## src/rtl/ahb_apb_pkg.sv

```systemverilog
`default_nettype none
// +--------------------------------------------------------------------------+
// | Module   : ahb_apb_pkg                                                   |
// | Brief    : Shared AHB codes, bridge region map and burst helpers for the |
// |            AHB-to-APB bridge.                                            |
// | Revision : 1.0 - initial release                                         |
// +--------------------------------------------------------------------------+
package ahb_apb_pkg;

  localparam logic [1:0] HTRANS_IDLE   = 2'd0;
  localparam logic [1:0] HTRANS_BUSY   = 2'd1;
  localparam logic [1:0] HTRANS_NONSEQ = 2'd2;
  localparam logic [1:0] HTRANS_SEQ    = 2'd3;

  localparam logic [1:0] HRESP_OKAY  = 2'd0;
  localparam logic [1:0] HRESP_ERROR = 2'd1;

  localparam logic [2:0] HBURST_SINGLE = 3'd0;
  localparam logic [2:0] HBURST_INCR   = 3'd1;
  localparam logic [2:0] HBURST_WRAP4  = 3'd2;
  localparam logic [2:0] HBURST_INCR4  = 3'd3;
  localparam logic [2:0] HBURST_WRAP8  = 3'd4;
  localparam logic [2:0] HBURST_INCR8  = 3'd5;
  localparam logic [2:0] HBURST_WRAP16 = 3'd6;
  localparam logic [2:0] HBURST_INCR16 = 3'd7;

  // Region k starts at REGION_BASE + k*REGION_STRIDE and spans REGION_SIZE bytes
  localparam logic [31:0] REGION_BASE   = 32'h8000_0000;
  localparam logic [31:0] REGION_STRIDE = 32'h0400_0000;
  localparam logic [31:0] REGION_SIZE   = 32'h0400_0000;

  typedef enum logic [1:0] {
    ERR_IDLE = 2'd0,
    ERR_ONE  = 2'd1,
    ERR_TWO  = 2'd2
  } err_state_t;

  // Number of beats in a burst; 0 means unbounded (INCR)
  function automatic logic [4:0] burst_beats(input logic [2:0] hburst);
    case (hburst)
      HBURST_SINGLE:               burst_beats = 5'd1;
      HBURST_WRAP4,  HBURST_INCR4:  burst_beats = 5'd4;
      HBURST_WRAP8,  HBURST_INCR8:  burst_beats = 5'd8;
      HBURST_WRAP16, HBURST_INCR16: burst_beats = 5'd16;
      default:                     burst_beats = 5'd0;
    endcase
  endfunction

endpackage
`default_nettype wire

```

## src/rtl/ahb_addr_decoder.sv

```systemverilog
`default_nettype none
// +--------------------------------------------------------------------------+
// | Module   : ahb_addr_decoder                                              |
// | Brief    : Combinational haddr -> one-hot peripheral region select.      |
// | Revision : 1.0 - initial release                                         |
// +--------------------------------------------------------------------------+
module ahb_addr_decoder
  import ahb_apb_pkg::*;
#(
  parameter int ADDR_W  = 32,
  parameter int NUM_SEL = 3
) (
  input  logic [ADDR_W-1:0]  haddr,
  output logic [NUM_SEL-1:0] sel,
  output logic               mapped
);

  // One comparator per region: unsigned offset from the base below the region size
  for (genvar k = 0; k < NUM_SEL; k++) begin : g_region
    localparam logic [ADDR_W-1:0] c_base =
      ADDR_W'(REGION_BASE) + ADDR_W'(k) * ADDR_W'(REGION_STRIDE);
    logic [ADDR_W-1:0] w_offset;
    assign w_offset = haddr - c_base;
    assign sel[k]   = (w_offset < ADDR_W'(REGION_SIZE));
  end

  assign mapped = |sel;

endmodule
`default_nettype wire

```

## src/rtl/ahb_slave_if.sv

```systemverilog
`default_nettype none
// +--------------------------------------------------------------------------+
// | Module   : ahb_slave_if                                                  |
// | Brief    : AHB subordinate front end of the AHB-to-APB bridge: transfer  |
// |            qualification, address/data pipeline, region decode, burst   |
// |            checking and optional two-cycle ERROR response.              |
// | Config   : AHB_SLV_ERR_RESP_EN - enables the ERROR response FSM         |
// | Revision : 1.0 - initial release                                         |
// +--------------------------------------------------------------------------+
module ahb_slave_if
  import ahb_apb_pkg::*;
#(
  parameter int ADDR_W  = 32,
  parameter int DATA_W  = 32,
  parameter int NUM_SEL = 3
) (
  input  logic               hclk,
  input  logic               hresetn,
  input  logic               hwrite,
  input  logic               hreadyin,
  input  logic [1:0]         htrans,
  input  logic [2:0]         hsize,
  input  logic [2:0]         hburst,
  input  logic [ADDR_W-1:0]  haddr,
  input  logic [DATA_W-1:0]  hwdata,
  input  logic               hready_bridge,
  input  logic [DATA_W-1:0]  hrdata_bridge,
  output logic               hreadyout,
  output logic [1:0]         hresp,
  output logic [DATA_W-1:0]  hrdata,
  output logic               valid,
  output logic [NUM_SEL-1:0] tempselx,
  output logic [ADDR_W-1:0]  haddr_1,
  output logic [ADDR_W-1:0]  haddr_2,
  output logic [DATA_W-1:0]  hwdata_1,
  output logic [DATA_W-1:0]  hwdata_2,
  output logic               hwrite_reg,
  output logic               hwrite_reg_1,
  output logic               proto_err
);

  logic [NUM_SEL-1:0] w_sel;
  logic               w_mapped;
  logic               w_err_idle;
  logic               w_accept;
  logic               w_nonseq;
  logic               w_seq;
  logic               w_viol;
  logic [2:0]         r_burst;
  logic               r_in_burst;
  logic [3:0]         r_beat_cnt;
  logic [ADDR_W-1:0]  r_prev_addr;
  logic [4:0]         w_new_beats;
  logic [3:0]         w_load_cnt;
  logic [ADDR_W-1:0]  w_inc;
  logic [ADDR_W:0]    w_next_sum;
  logic [ADDR_W-1:0]  w_wrap_mask;
  logic               w_is_incr;
  logic               w_is_wrap;
  logic               w_incr_bad;
  logic               w_wrap_bad;

  ahb_addr_decoder #(
    .ADDR_W  (ADDR_W),
    .NUM_SEL (NUM_SEL)
  ) u_decoder (
    .haddr  (haddr),
    .sel    (w_sel),
    .mapped (w_mapped)
  );

  // Transfers are only taken while the error response is not in progress
  assign w_accept = hreadyin & (htrans == HTRANS_NONSEQ || htrans == HTRANS_SEQ) & w_err_idle;
  assign w_nonseq = w_accept & (htrans == HTRANS_NONSEQ);
  assign w_seq    = w_accept & (htrans == HTRANS_SEQ);

  // Select and valid read as zero while reset is held
  assign tempselx = hresetn ? w_sel : '0;
  assign valid    = hresetn & w_accept & w_mapped;
  assign hrdata   = hrdata_bridge;

  // Burst rule checks for a SEQ beat against the previous accepted beat
  assign w_new_beats = burst_beats(hburst);
  assign w_load_cnt  = (w_new_beats == 5'd0) ? 4'd0 : 4'(w_new_beats - 5'd1);
  assign w_inc       = ADDR_W'(1) << hsize;
  assign w_next_sum  = {1'b0, r_prev_addr} + {1'b0, w_inc};
  assign w_wrap_mask = (ADDR_W'(burst_beats(r_burst)) << hsize) - ADDR_W'(1);
  assign w_is_incr   = r_burst[0];
  assign w_is_wrap   = ~r_burst[0] & (r_burst != HBURST_SINGLE);
  // Carry out of the top bit means the burst crossed the end of the address space
  assign w_incr_bad  = w_next_sum[ADDR_W] | (w_next_sum[ADDR_W-1:0] != haddr);
  assign w_wrap_bad  = (haddr & ~w_wrap_mask) != (r_prev_addr & ~w_wrap_mask);
  assign w_viol      = w_seq & (~r_in_burst
                              | ((r_burst != HBURST_INCR) & (r_beat_cnt == 4'd0))
                              | (w_is_incr & w_incr_bad)
                              | (w_is_wrap & w_wrap_bad));

  // Address/data/direction pipeline advances on every ready cycle
  always_ff @(posedge hclk or negedge hresetn) begin
    if (!hresetn) begin
      haddr_1      <= '0;
      haddr_2      <= '0;
      hwdata_1     <= '0;
      hwdata_2     <= '0;
      hwrite_reg   <= 1'b0;
      hwrite_reg_1 <= 1'b0;
    end else if (hreadyin) begin
      haddr_1      <= haddr;
      haddr_2      <= haddr_1;
      hwdata_1     <= hwdata;
      hwdata_2     <= hwdata_1;
      hwrite_reg   <= hwrite;
      hwrite_reg_1 <= hwrite_reg;
    end
  end

  // Burst context: type, remaining beats and last accepted address
  always_ff @(posedge hclk or negedge hresetn) begin
    if (!hresetn) begin
      r_in_burst  <= 1'b0;
      r_burst     <= HBURST_SINGLE;
      r_beat_cnt  <= 4'd0;
      r_prev_addr <= '0;
    end else if (w_nonseq) begin
      r_in_burst  <= 1'b1;
      r_burst     <= hburst;
      r_beat_cnt  <= w_load_cnt;
      r_prev_addr <= haddr;
    end else if (w_seq) begin
      if (r_beat_cnt != 4'd0) begin
        r_beat_cnt <= r_beat_cnt - 4'd1;
      end
      r_prev_addr <= haddr;
    end else if (hreadyin && htrans == HTRANS_IDLE) begin
      r_in_burst <= 1'b0;
    end
  end

  // Sticky burst-protocol violation flag
  always_ff @(posedge hclk or negedge hresetn) begin
    if (!hresetn) begin
      proto_err <= 1'b0;
    end else if (w_viol) begin
      proto_err <= 1'b1;
    end
  end

`ifdef AHB_SLV_ERR_RESP_EN
  err_state_t r_state;
  logic       r_err_ready;
  logic [1:0] r_hresp;

  // Two-cycle ERROR response: wait state with ERROR, then ready with ERROR
  always_ff @(posedge hclk or negedge hresetn) begin
    if (!hresetn) begin
      r_state     <= ERR_IDLE;
      r_err_ready <= 1'b1;
      r_hresp     <= HRESP_OKAY;
    end else begin
      case (r_state)
        ERR_IDLE: begin
          if (w_accept && (!w_mapped || w_viol)) begin
            r_state     <= ERR_ONE;
            r_err_ready <= 1'b0;
            r_hresp     <= HRESP_ERROR;
          end
        end
        ERR_ONE: begin
          r_state     <= ERR_TWO;
          r_err_ready <= 1'b1;
          r_hresp     <= HRESP_ERROR;
        end
        default: begin
          r_state     <= ERR_IDLE;
          r_err_ready <= 1'b1;
          r_hresp     <= HRESP_OKAY;
        end
      endcase
    end
  end

  assign w_err_idle = (r_state == ERR_IDLE);
  assign hreadyout  = w_err_idle ? hready_bridge : r_err_ready;
  assign hresp      = r_hresp;
`else
  assign w_err_idle = 1'b1;
  assign hreadyout  = hready_bridge;
  assign hresp      = HRESP_OKAY;
`endif

endmodule
`default_nettype wire

```

## config.mk

```make
export PLATFORM = sky130hd
export DESIGN_NAME = ahb_slave_if
export DESIGN_NICKNAME = d
export VERILOG_FILES = /design/src/rtl/ahb_apb_pkg.sv /design/src/rtl/ahb_addr_decoder.sv /design/src/rtl/ahb_slave_if.sv
export SDC_FILE = /design/constraint.sdc
export NUM_CORES = 1
export LEC_CHECK = 0
export CORE_MARGIN = 1
export CORE_UTILIZATION = 35
export DETAILED_ROUTE_END_ITERATION = 10
export DONT_BUFFER_PORTS = 1
export PLACE_DENSITY = 0.55
export SLEW_MARGIN = 25
export SYNTH_ARGS = -nofsm -noshare
export SYNTH_HDL_FRONTEND = slang
export SYNTH_HIERARCHICAL = 1
export SYNTH_SLANG_ARGS = --single-unit
```

## constraint.sdc

```tcl
create_clock -name hclk -period 3.4 [get_ports hclk]
set_clock_uncertainty 0.1 [all_clocks]
set_input_delay 0.34 -clock hclk [delete_from_list [all_inputs] [get_ports hclk]]
set_output_delay 0.34 -clock hclk [all_outputs]
set_load 0.01 [all_outputs]
```

==> flow_summary.toml <==
[cts]
postCtsSetupBuffers = 0
htreeDepth = 4
clk_latency_ns = 0.44
cts_buffers = 17
clk_pin_slew_ns = 0.08
cts_tree = "yes"
clock-root-buffer = "clkbuf_16"
clockBufferDepth = 2
hold_buffers = 92
clock-sinks = 171

[worst_setup_path]
end_kind = "flop"
path_class = "reg2reg"
cp_max_fo = 3
rr_worst_depth = 12
crit_arrival_ns = 3.38
rr_startpoint = "r_prev_addr[0]$_DFFE_PN0P_"
r2r-end = "proto_err$_DFFE_PN0P_"
reg2reg_slack_ns = 0.23
crit_path_start_kind = "flop"
crit_required_ns = 3.61

[grt]
grtUsageTotal_pct = 18.86
antenna_found_initial = 0
grt_pass1_wl_mm = 38.34
gr-total-overflow = 0
grt_max_degree = 176
grt_pass1_vias = 6831

[sta]
min_period_ns = 3.171
rsz0062_at_grt = "no"
maxSlewViolCount = 0
slew_headroom_pct = 54.04
whs_ns = -0.5049
hold_viol_final = 171
fmax_mhz = 315.4
setup_viol = 0
min_period_over_period_pct = 93.25
tightest_slew_ns = 0.6893

[cells_and_area]
n_antenna_cell = 0
finish.net_count = 1022
nFillCells = 2414
areaGrowthSynthToFinish_pct = 18.48
drive_above_1_share_pct = 21.19

[floorplan]
io_pins = 279
dieArea_um2 = 26450
die_h_um = 162.6
initial_core_util_pct = 35.76
rows = 58
dieWidth_um = 162.6
core-area_um2 = 25250

[drt]
avgViaCountPerCell = 5.236
drt_first_pass_iters = 5
wirelength_mm = 24.54
via_count = 6498
ant_nets = 0
wl_per_cell_um = 19.78
drt-initial-drc-count = 348
drt_drc_violations_left = 0

[placed_design]
dp_hpwl_mm = 15.80
port_buffers = 0
place_congestion = 0.9003

[run]
maxCapViolCount = 0

[synthesis]
synth_edf_count = 0
synth_seq_area_share_pct = 47.39
yosys_most_used_dff = "dfrtp_1"
synthCells = 844
synth_area_leader_cell = "dfrtp_1"
synth_top_area_share_pct = 47.39
synthArstFlopShare_pct = 100.0
ys.warnings.count = 6
synth.area.top_cells = "dfrtp_1 47%, mux2_2 16%, nand2_1 5.0%"
synth_area_um2 = 9030
avgSynthCellArea_um2 = 10.70
ys_ff_latch = 171
synth_cell_types = 68

[run_status]
status = "finished with violations"
violations = "hold timing"

[power_and_ir_drop]
leakagePower_nw = 4.447
totalPowerFinal_mw = 5.591
p_per_area_nw_per_um2 = 522.6
ir_drop_v = 0.0003045

[worst_hold_path]
min_path_type = "in2async"
-- metal layers --
layer  GRT usage, %  share of wire, %  vias to the layer above  wire (µm)
li1               -                 -                     3047          -
met1          25.03                45                     3165      11140
met2          29.04                44                      250      10870
met3          6.239               8.6                       36       2110
met4          5.692               1.7                        0        414
met5              0                 0                        -          0
-- through the flow --
| stage | instances | setup slack, ns | setup TNS (ns) | cell area [µm²] | utilization (%) |
|---|---|---|---|---|---|
| after floorplan | 845 | 0.002602 | 0 | 9036 | - |
| final | 1241 | 0.2294 | 0 | 10700 | 42.37 |
| after global routing | 1241 | 0.01354 | 0 | 10700 | 42.37 |
| after CTS | 1241 | 0.2217 | 0 | 10700 | 42.37 |
| after detailed placement | 1117 | -0.02282 | -0.02282 | 9163 | 36.28 |
| after global placement | 1117 | 0.02184 | 0 | 9163 | 36.28 |
-- worst max path at each step --
stage | from | end | slack, ns | depth (start not counted)
3_3_place_gp | hsize[0] | proto_err$_DFFE_PN0P_ | 0.02 | 12
4_1_cts | r_prev_addr[0]$_DFFE_PN0P_ | proto_err$_DFFE_PN0P_ | 0.22 | 11
3_5_place_dp | hsize[0] | proto_err$_DFFE_PN0P_ | -0.02 | 12
5_1_grt | r_prev_addr[0]$_DFFE_PN0P_ | proto_err$_DFFE_PN0P_ | 0.01 | 12
6_report | r_prev_addr[0]$_DFFE_PN0P_ | proto_err$_DFFE_PN0P_ | 0.23 | 12
2_1_floorplan | hsize[2] | proto_err$_DFFE_PN0P_ | 0.003 | 12
-- area by class of cell --
cell class                      count  area, µm²  share of cell area (%)
Sequential cell                   171       4279                   40.00
Multi-Input combinational cell    573       4242                   39.64
Timing Repair Buffer              110       1074                   10.03
Clock buffer                       18      429.2                   4.011
Tap cell                          330      412.9                   3.859
Clock inverter                     14      168.9                   1.579
Inverter                           25      93.84                  0.8771
-- cells in the final DEF, fill, tap and decap left out, drive strengths merged, types with 7 or more instances in the layout --
| master | n |
|---|---|
| a21oi | 18 |
| inv | 33 |
| nand2 | 121 |
| xor2 | 25 |
| xnor2 | 33 |
| dfrtp | 171 |
| nor2b | 7 |
| nor4 | 7 |
| dlygate4sd3 | 91 |
| buf | 19 |
| mux2 | 131 |
| nor2 | 25 |
| nand3 | 15 |
| nand4 | 11 |
| clkbuf | 18 |
| nor3 | 12 |
| o211ai | 9 |
| o21ai | 39 |
| ha | 14 |
| nand2b | 7 |
-- cell usage after synthesis (3+ instances only) --
cell type and n:
a21oi_1 18, nor2_1 25, o31ai_1 5, a31oi_1 6, and3_1 4, buf_4 35, and4_1 4, nor4_1 7
a211oi_1 6, nand2b_1 7, nand3_1 15, ha_1 14, o21ai_0 38, and2_1 5, o211ai_1 9, buf_1 5
clkbuf_1 34, inv_1 24, nand4_1 11, nor3_1 12, o21a_1 5, nand2_1 121, nor3b_1 5, dfrtp_1 171
a21o_1 5, or3_1 3, mux2_2 131, xnor2_1 33, o2111ai_1 5, nor2b_1 7, xor2_1 25, a32oi_1 3
-- cells by family (layout without fill, tap and decap cells) --
| group | count (synthesis) | after routing | synth area share [%] |
|---|---|---|---|
| other | 1 | 2 | 0.04153 |
| xor gates and xnor gates | 58 | 58 | 5.626 |
| AOI/OAI and AO/OA | 121 | 121 | 9.132 |
| DFF | 171 | 171 | 47.39 |
| buffers and inverters | 101 | 167 | 5.681 |
| and+or+nand+nor | 246 | 246 | 13.63 |
| adders and majority gates | 15 | 15 | 2.162 |
| muxes | 131 | 131 | 16.34 |
-- report_power, final --
| group | internal (mW) | total [mW] | leakage, nW | switching (mW) |
|---|---|---|---|---|
| registers | 2.29 | 2.64 | 2.02 | 0.346 |
| logic | 0.500 | 0.930 | 2.13 | 0.430 |
| clock network | 1.06 | 2.02 | 0.294 | 0.966 |
| total | 3.85 | 5.59 | 4.45 | 1.74 |
-- repair_timing --
| action | in CTS | in global routing |
|---|---|---|
| endpoints found under the setup margin | 0 | 1 |
| endpoints found under the hold margin | 340 | 171 |
| resized for setup | 0 | 1 |
-- critical path, cell delays in order, from the launching register on --
cell and delay [ns]:
dfrtp_1 0.40, ha_1 0.19, inv_1 0.06, fa_1 0.39, nor2b_1 0.13, o2111ai_1 0.14, buf_4 0.17, a21o_1 0.18
nor4_1 0.25, a22oi_1 0.13, nor4b_1 0.32, o2111ai_1 0.16, a2111o_1 0.42
(Power assumes the default switching activity.)
